--- config.mk ---
export PLATFORM = sky130hd
export DESIGN_NAME = uart_line_buffer
export DESIGN_NICKNAME = d
export VERILOG_FILES = /design/src/rtl/uart_line_buffer.sv
export SDC_FILE = /design/constraint.sdc
export NUM_CORES = 1
export LEC_CHECK = 0
export ABC_AREA = 1
export BUFFER_PORTS_ARGS = -buffer_cell sky130_fd_sc_hd__buf_4
export CAP_MARGIN = 10
export CORE_MARGIN = 1
export CORE_UTILIZATION = 50
export DETAILED_ROUTE_END_ITERATION = 10
export GPL_TIMING_DRIVEN = 1
export PLACE_DENSITY = 0.66
export SLEW_MARGIN = 20
export SYNTH_ARGS = -nofsm -noshare
export SYNTH_HDL_FRONTEND = slang
export SYNTH_SLANG_ARGS = --single-unit
--- constraint.sdc ---
create_clock -name clk -period 6.6 [get_ports clk]
set_input_delay 0.33 -clock clk [delete_from_list [all_inputs] [get_ports clk]]
set_output_delay 0.33 -clock clk [all_outputs]
set_load 0.005 [all_outputs]
--- src/rtl/uart_line_buffer.sv ---
// Line assembler between the uart RX stream and the command parser: backspace editing,
// overlong-line dropping, one AXI-Stream packet per line. Terminal echo is built only with UART_LINE_ECHO_EN.
module uart_line_buffer #(
  parameter int MAX_LEN = 32,
  parameter int PTR_W   = 6
) (
  input  logic       clk,
  input  logic       rst,
  input  logic [7:0] s_axis_tdata,
  input  logic       s_axis_tvalid,
  output logic       s_axis_tready,
  output logic [7:0] m_axis_tdata,
  output logic       m_axis_tvalid,
  input  logic       m_axis_tready,
  output logic       m_axis_tlast,
  output logic [7:0] echo_axis_tdata,
  output logic       echo_axis_tvalid,
  input  logic       echo_axis_tready,
  output logic       overflow,
  output logic       busy
);

  localparam int AW = $clog2(MAX_LEN);
  localparam logic [1:0] ST_COLLECT = 2'd0;
  localparam logic [1:0] ST_FLUSH   = 2'd1;
  localparam logic [1:0] ST_DROP    = 2'd2;
  localparam logic [PTR_W-1:0] MAX_PTR = PTR_W'(MAX_LEN);
  localparam logic [PTR_W-1:0] ONE     = PTR_W'(1);

  logic [1:0]       state_reg;
  logic [PTR_W-1:0] wr_ptr_reg;
  logic [PTR_W-1:0] rd_ptr_reg;
  logic [PTR_W-1:0] len_reg;
  logic [PTR_W-1:0] rd_ptr_next;
  logic             ready_en_reg;
  logic [7:0]       m_data_reg;
  logic             m_valid_reg;
  logic             m_last_reg;
  logic             overflow_reg;
  logic [7:0]       buf_mem [MAX_LEN];

  logic s_fire;
  logic m_fire;
  logic is_print;
  logic is_bs;
  logic is_eol;
  logic buf_we;
  logic echo_empty;

  assign is_print = (s_axis_tdata >= 8'h20) && (s_axis_tdata <= 8'h7E);
  assign is_bs    = (s_axis_tdata == 8'h08) || (s_axis_tdata == 8'h7F);
  assign is_eol   = (s_axis_tdata == 8'h0D) || (s_axis_tdata == 8'h0A);

  // ready_en_reg keeps s_axis_tready low until the first edge after reset release
  assign s_axis_tready = ready_en_reg && echo_empty &&
                         ((state_reg == ST_COLLECT) || (state_reg == ST_DROP));
  assign s_fire      = s_axis_tvalid && s_axis_tready;
  assign m_fire      = m_valid_reg && m_axis_tready;
  assign rd_ptr_next = rd_ptr_reg + ONE;
  assign buf_we      = s_fire && (state_reg == ST_COLLECT) && is_print && (wr_ptr_reg != MAX_PTR);

  assign m_axis_tdata  = m_data_reg;
  assign m_axis_tvalid = m_valid_reg;
  assign m_axis_tlast  = m_last_reg;
  assign overflow      = overflow_reg;
  assign busy          = (state_reg == ST_FLUSH) || (state_reg == ST_DROP);

  always_ff @(posedge clk) begin
    if (buf_we) begin
      buf_mem[wr_ptr_reg[AW-1:0]] <= s_axis_tdata;
    end
  end

  always_ff @(posedge clk or posedge rst) begin
    if (rst) begin
      state_reg    <= ST_COLLECT;
      wr_ptr_reg   <= '0;
      rd_ptr_reg   <= '0;
      len_reg      <= '0;
      ready_en_reg <= 1'b0;
      m_data_reg   <= 8'h00;
      m_valid_reg  <= 1'b0;
      m_last_reg   <= 1'b0;
      overflow_reg <= 1'b0;
    end else begin
      ready_en_reg <= 1'b1;
      overflow_reg <= 1'b0;
      case (state_reg)
        ST_COLLECT: begin
          if (s_fire) begin
            if (is_print) begin
              if (wr_ptr_reg == MAX_PTR) begin
                state_reg <= ST_DROP;
              end else begin
                wr_ptr_reg <= wr_ptr_reg + ONE;
              end
            end else if (is_bs) begin
              if (wr_ptr_reg != '0) begin
                wr_ptr_reg <= wr_ptr_reg - ONE;
              end
            end else if (is_eol && (wr_ptr_reg != '0)) begin
              // Preload the first byte so the packet starts the cycle after the terminator
              len_reg     <= wr_ptr_reg;
              rd_ptr_reg  <= '0;
              m_data_reg  <= buf_mem[0];
              m_valid_reg <= 1'b1;
              m_last_reg  <= (wr_ptr_reg == ONE);
              state_reg   <= ST_FLUSH;
            end
          end
        end
        ST_FLUSH: begin
          if (m_fire) begin
            if (m_last_reg) begin
              m_valid_reg <= 1'b0;
              m_last_reg  <= 1'b0;
              m_data_reg  <= 8'h00;
              rd_ptr_reg  <= '0;
              wr_ptr_reg  <= '0;
              state_reg   <= ST_COLLECT;
            end else begin
              rd_ptr_reg <= rd_ptr_next;
              m_data_reg <= buf_mem[rd_ptr_next[AW-1:0]];
              m_last_reg <= (rd_ptr_next == (len_reg - ONE));
            end
          end
        end
        ST_DROP: begin
          if (s_fire && is_eol) begin
            overflow_reg <= 1'b1;
            wr_ptr_reg   <= '0;
            state_reg    <= ST_COLLECT;
          end
        end
        default: state_reg <= ST_COLLECT;
      endcase
    end
  end

`ifdef UART_LINE_ECHO_EN
  logic [7:0] echo_q_reg [3];
  logic [7:0] echo_shift [3];
  logic [1:0] echo_cnt_reg;
  logic       echo_load;
  logic [1:0] echo_load_cnt;
  logic [7:0] echo_load_data [3];
  logic       echo_fire;

  assign echo_empty       = (echo_cnt_reg == 2'd0);
  assign echo_axis_tvalid = !echo_empty;
  assign echo_axis_tdata  = echo_q_reg[0];
  assign echo_fire        = echo_axis_tvalid && echo_axis_tready;

  for (genvar gi = 0; gi < 3; gi++) begin : g_echo_shift
    if (gi < 2) begin : g_mid
      assign echo_shift[gi] = echo_q_reg[gi+1];
    end else begin : g_tail
      assign echo_shift[gi] = 8'h00;
    end
  end

  // Loads only happen while the queue is empty, so load and drain never collide
  always_comb begin
    echo_load     = 1'b0;
    echo_load_cnt = 2'd0;
    for (int i = 0; i < 3; i++) echo_load_data[i] = 8'h00;
    if (s_fire && (state_reg == ST_COLLECT)) begin
      if (is_print && (wr_ptr_reg != MAX_PTR)) begin
        echo_load         = 1'b1;
        echo_load_cnt     = 2'd1;
        echo_load_data[0] = s_axis_tdata;
      end else if (is_bs && (wr_ptr_reg != '0)) begin
        echo_load         = 1'b1;
        echo_load_cnt     = 2'd3;
        echo_load_data[0] = 8'h08;
        echo_load_data[1] = 8'h20;
        echo_load_data[2] = 8'h08;
      end else if (is_eol && (wr_ptr_reg != '0)) begin
        echo_load         = 1'b1;
        echo_load_cnt     = 2'd2;
        echo_load_data[0] = 8'h0D;
        echo_load_data[1] = 8'h0A;
      end
    end
  end

  always_ff @(posedge clk or posedge rst) begin
    if (rst) begin
      echo_cnt_reg <= 2'd0;
      for (int i = 0; i < 3; i++) echo_q_reg[i] <= 8'h00;
    end else if (echo_load) begin
      echo_cnt_reg <= echo_load_cnt;
      for (int i = 0; i < 3; i++) echo_q_reg[i] <= echo_load_data[i];
    end else if (echo_fire) begin
      echo_cnt_reg <= echo_cnt_reg - 2'd1;
      for (int i = 0; i < 3; i++) echo_q_reg[i] <= echo_shift[i];
    end
  end
`else
  logic unused_echo_tready;

  assign unused_echo_tready = echo_axis_tready;
  assign echo_empty         = 1'b1;
  assign echo_axis_tvalid   = 1'b0;
  assign echo_axis_tdata    = 8'h00;
`endif

endmodule

==> impl_metrics.env <==
export IMPL_htreeDepth=1
export IMPL_synth_edff_count=256
export IMPL_pwr_share_clk=0.410
export IMPL_die_h_um=165
export IMPL_holdCritStartpoint="s_axis_tvalid"
export IMPL_r2r_cells=11
export IMPL_worst_ep_arrival_time_ps=3670
export IMPL_fin_cells=1745
export IMPL_dp_cells=1688
export IMPL_grt_max_degree=78
export IMPL_power_leakage_nw=6.22
export IMPL_max_freq_mhz=310
export IMPL_ant_nets=0
export IMPL_swShare=0.237
export IMPL_cts_tree="done"
export IMPL_place_area_mm2=0.0136
export IMPL_cts_sinks=288
export IMPL_hold_ws_ps=211
export IMPL_start_util=0.509
export IMPL_gp_congestion=0.843
export IMPL_crit_required_ps=7040
export IMPL_setup_viol=0
export IMPL_drive_gt1_frac=0.0638
export IMPL_post_cts_setup_buffer_count=0
export IMPL_hold_path_class="primary input to flop"
export IMPL_totalWireLength_mm=29.7
export IMPL_min_to="len_reg[5]"
export IMPL_dp_hpwl_mm=17.8
export IMPL_drv_slew=0
export IMPL_comb_power_share=0.092
export IMPL_clk_transition_reported_paths_ps=60
export IMPL_ctsResizeCount=0
export IMPL_min_period_ps=3220
export IMPL_start_kind="flop"
export IMPL_fin_skew_ps=11.9
export IMPL_die_area_mm2=0.0272
export IMPL_layout_common_cells="nand2_1 (512), edfxtp_1 (256), nand3_1 (193), inv_1 (166), nor2_1 (70)"
export IMPL_port_buffers=24
export IMPL_p_sw_mw=0.993
export IMPL_peakVddDrop_uv=209
export IMPL_finish_utilization=0.560
export IMPL_ys_seq_area_frac=0.640
export IMPL_finalHoldViolCount=0
export IMPL_crit_type="flop to flop"
export IMPL_worstReg2RegStart="rd_ptr_reg[0]"
export IMPL_whs_path_depth=5
export IMPL_post_place_ws_ps=2750
export IMPL_antenna_cells=0
export IMPL_setup_ws_ps=3380
export IMPL_synth_main_ff_cell="edfxtp_1"
export IMPL_largest_reg_flops=256
export IMPL_status="complete, no violations"
export IMPL_ys_warn_count=0
export IMPL_rrSetupSlack_ps=3380
export IMPL_rows=59
export IMPL_cts_buffers=30
export IMPL_rsz0062_at_grt="no"
export IMPL_overflow=0
export IMPL_wire_per_inst_um=17.0
export IMPL_power_density_mw_per_mm2=288
export IMPL_drc_errors=0
export IMPL_p_total_mw=4.19
export IMPL_synthCells=1383
export IMPL_seqPwrFrac=0.498
export IMPL_dieWidth_um=165
export IMPL_nNetsFinal=1410
export IMPL_clock_latency_ps=550
export IMPL_postSynthAreaPerCell_um2=9.59
export IMPL_relSlewSlack=0.381
export IMPL_synth_async_reset_ratio=0.111
export IMPL_grt_usage=0.228
export IMPL_drt_iter0_markers=779
export IMPL_regToRegEndpoint="m_axis_tdata[3]"
export IMPL_synth_cell_types=29
export IMPL_cp_end_kind="flop"
export IMPL_clockRootBuffer="clkbuf_16"
export IMPL_vias=9088
export IMPL_fin_crit_sh=0.488
export IMPL_grt_pass1_wl_mm=46.8
export IMPL_avgViaCountPerCell=5.21
export IMPL_synthesis_area_mm2=0.0133
export IMPL_fin_tns_setup_ps=0
export IMPL_internal_power_mw=3.20
export IMPL_antenna_found_initial=0
export IMPL_syn_to_final_growth_pct=10.0
export IMPL_hold_buffers=1
export IMPL_firstDrtPassIters=6
export IMPL_cts_path_max_buffers=3
export IMPL_first_global_vias=8632
export IMPL_drv_cap=0
export IMPL_worstMarginPinSlew_ps=925
export IMPL_worstPathMaxFanout=77
export IMPL_ios=35
export IMPL_fin_area_mm2=0.0146
export IMPL_core_area_mm2=0.0261
export IMPL_final_common_cell="nand2_1"
export IMPL_synth_seq_cells=288
cells by family (layout without fill, tap and decap cells):
logic type | after synthesis | after routing | share of synthesized area
xor gates and xnor gates | 16 | 16 | 0.0117
AOI/OAI and AO/OA | 35 | 35 | 0.0145
and+or+nand+nor | 791 | 791 | 0.245
DFF | 288 | 288 | 0.640
other | 2 | 10 | 0.000567
buffers and inverters | 240 | 259 | 0.0775
adders and majority gates | 11 | 11 | 0.0104
final cells by class:
type,instances,area [um^2]
Fill cell,2267,11500
Clock inverter,21,218
Tap cell,335,419
Inverter,169,637
Multi-Input combinational cell,863,3770
Timing Repair Buffer,34,258
Clock buffer,35,791
Sequential cell,288,8490
how the worst max path moves through the flow:
stage             startpoint               to  slack, ps
2_1_floorplan   state_reg[0]   buf_mem[24][0]       4460
3_3_place_gp   rd_ptr_reg[0]  m_axis_tdata[3]       2760
3_5_place_dp   rd_ptr_reg[0]  m_axis_tdata[3]       2750
4_1_cts        rd_ptr_reg[0]  m_axis_tdata[3]       2750
5_1_grt        rd_ptr_reg[0]  m_axis_tdata[4]       3130
6_report       rd_ptr_reg[0]  m_axis_tdata[3]       3380
layer usage:
layer | wire, um | global-route usage | share of wire | up-vias
met3 | 1520 | 0.0274 | 0.051 | 57
met5 | 0 | 0 | 0 | -
met1 | 12700 | 0.302 | 0.43 | 4342
li1 | - | - | - | 4460
met2 | 14600 | 0.391 | 0.49 | 229
met4 | 897 | 0.0713 | 0.030 | 0
critical path, stage by stage, from the launching register on:
cell and delay [ps]:
dfrtp_4 750, inv_4 710, buf_4 590, nand2_1 100, nand3_1 100, nand3_1 130
nand3_1 200, nand2_1 80, nand2_1 110, nand3_1 140, nand2_1 100, nand2_1 50
power groups by stage:
stage	Sequential, mW	Clock, mW	Combinational [mW]
floorplan	2.09	0	0.290
global placement	2.12	0	0.377
global route	2.09	1.80	0.445
CTS	2.09	1.74	0.389
finish	2.09	1.72	0.387
detailed placement	2.12	0	0.386
synth_stat cells, types with 3 or more instances:
cell type,count,area [um^2]
edfxtp_1,256,7690
nor2_1,70,263
ha_1,11,138
o21ai_0,22,110
dfrtp_1,32,801
buf_6,3,33.8
xor2_1,10,87.6
inv_1,167,627
buf_1,3,11.3
buf_4,16,120
nand3_1,193,966
a21oi_1,6,30.0
nand4_1,8,50.1
nand2_1,512,1920
xnor2_1,4,35.0
clkbuf_1,14,52.6
buf_2,35,175
nor2_2,3,18.8
o21ai_1,4,20.0
Note: power is estimated with default switching activity, not from simulation.
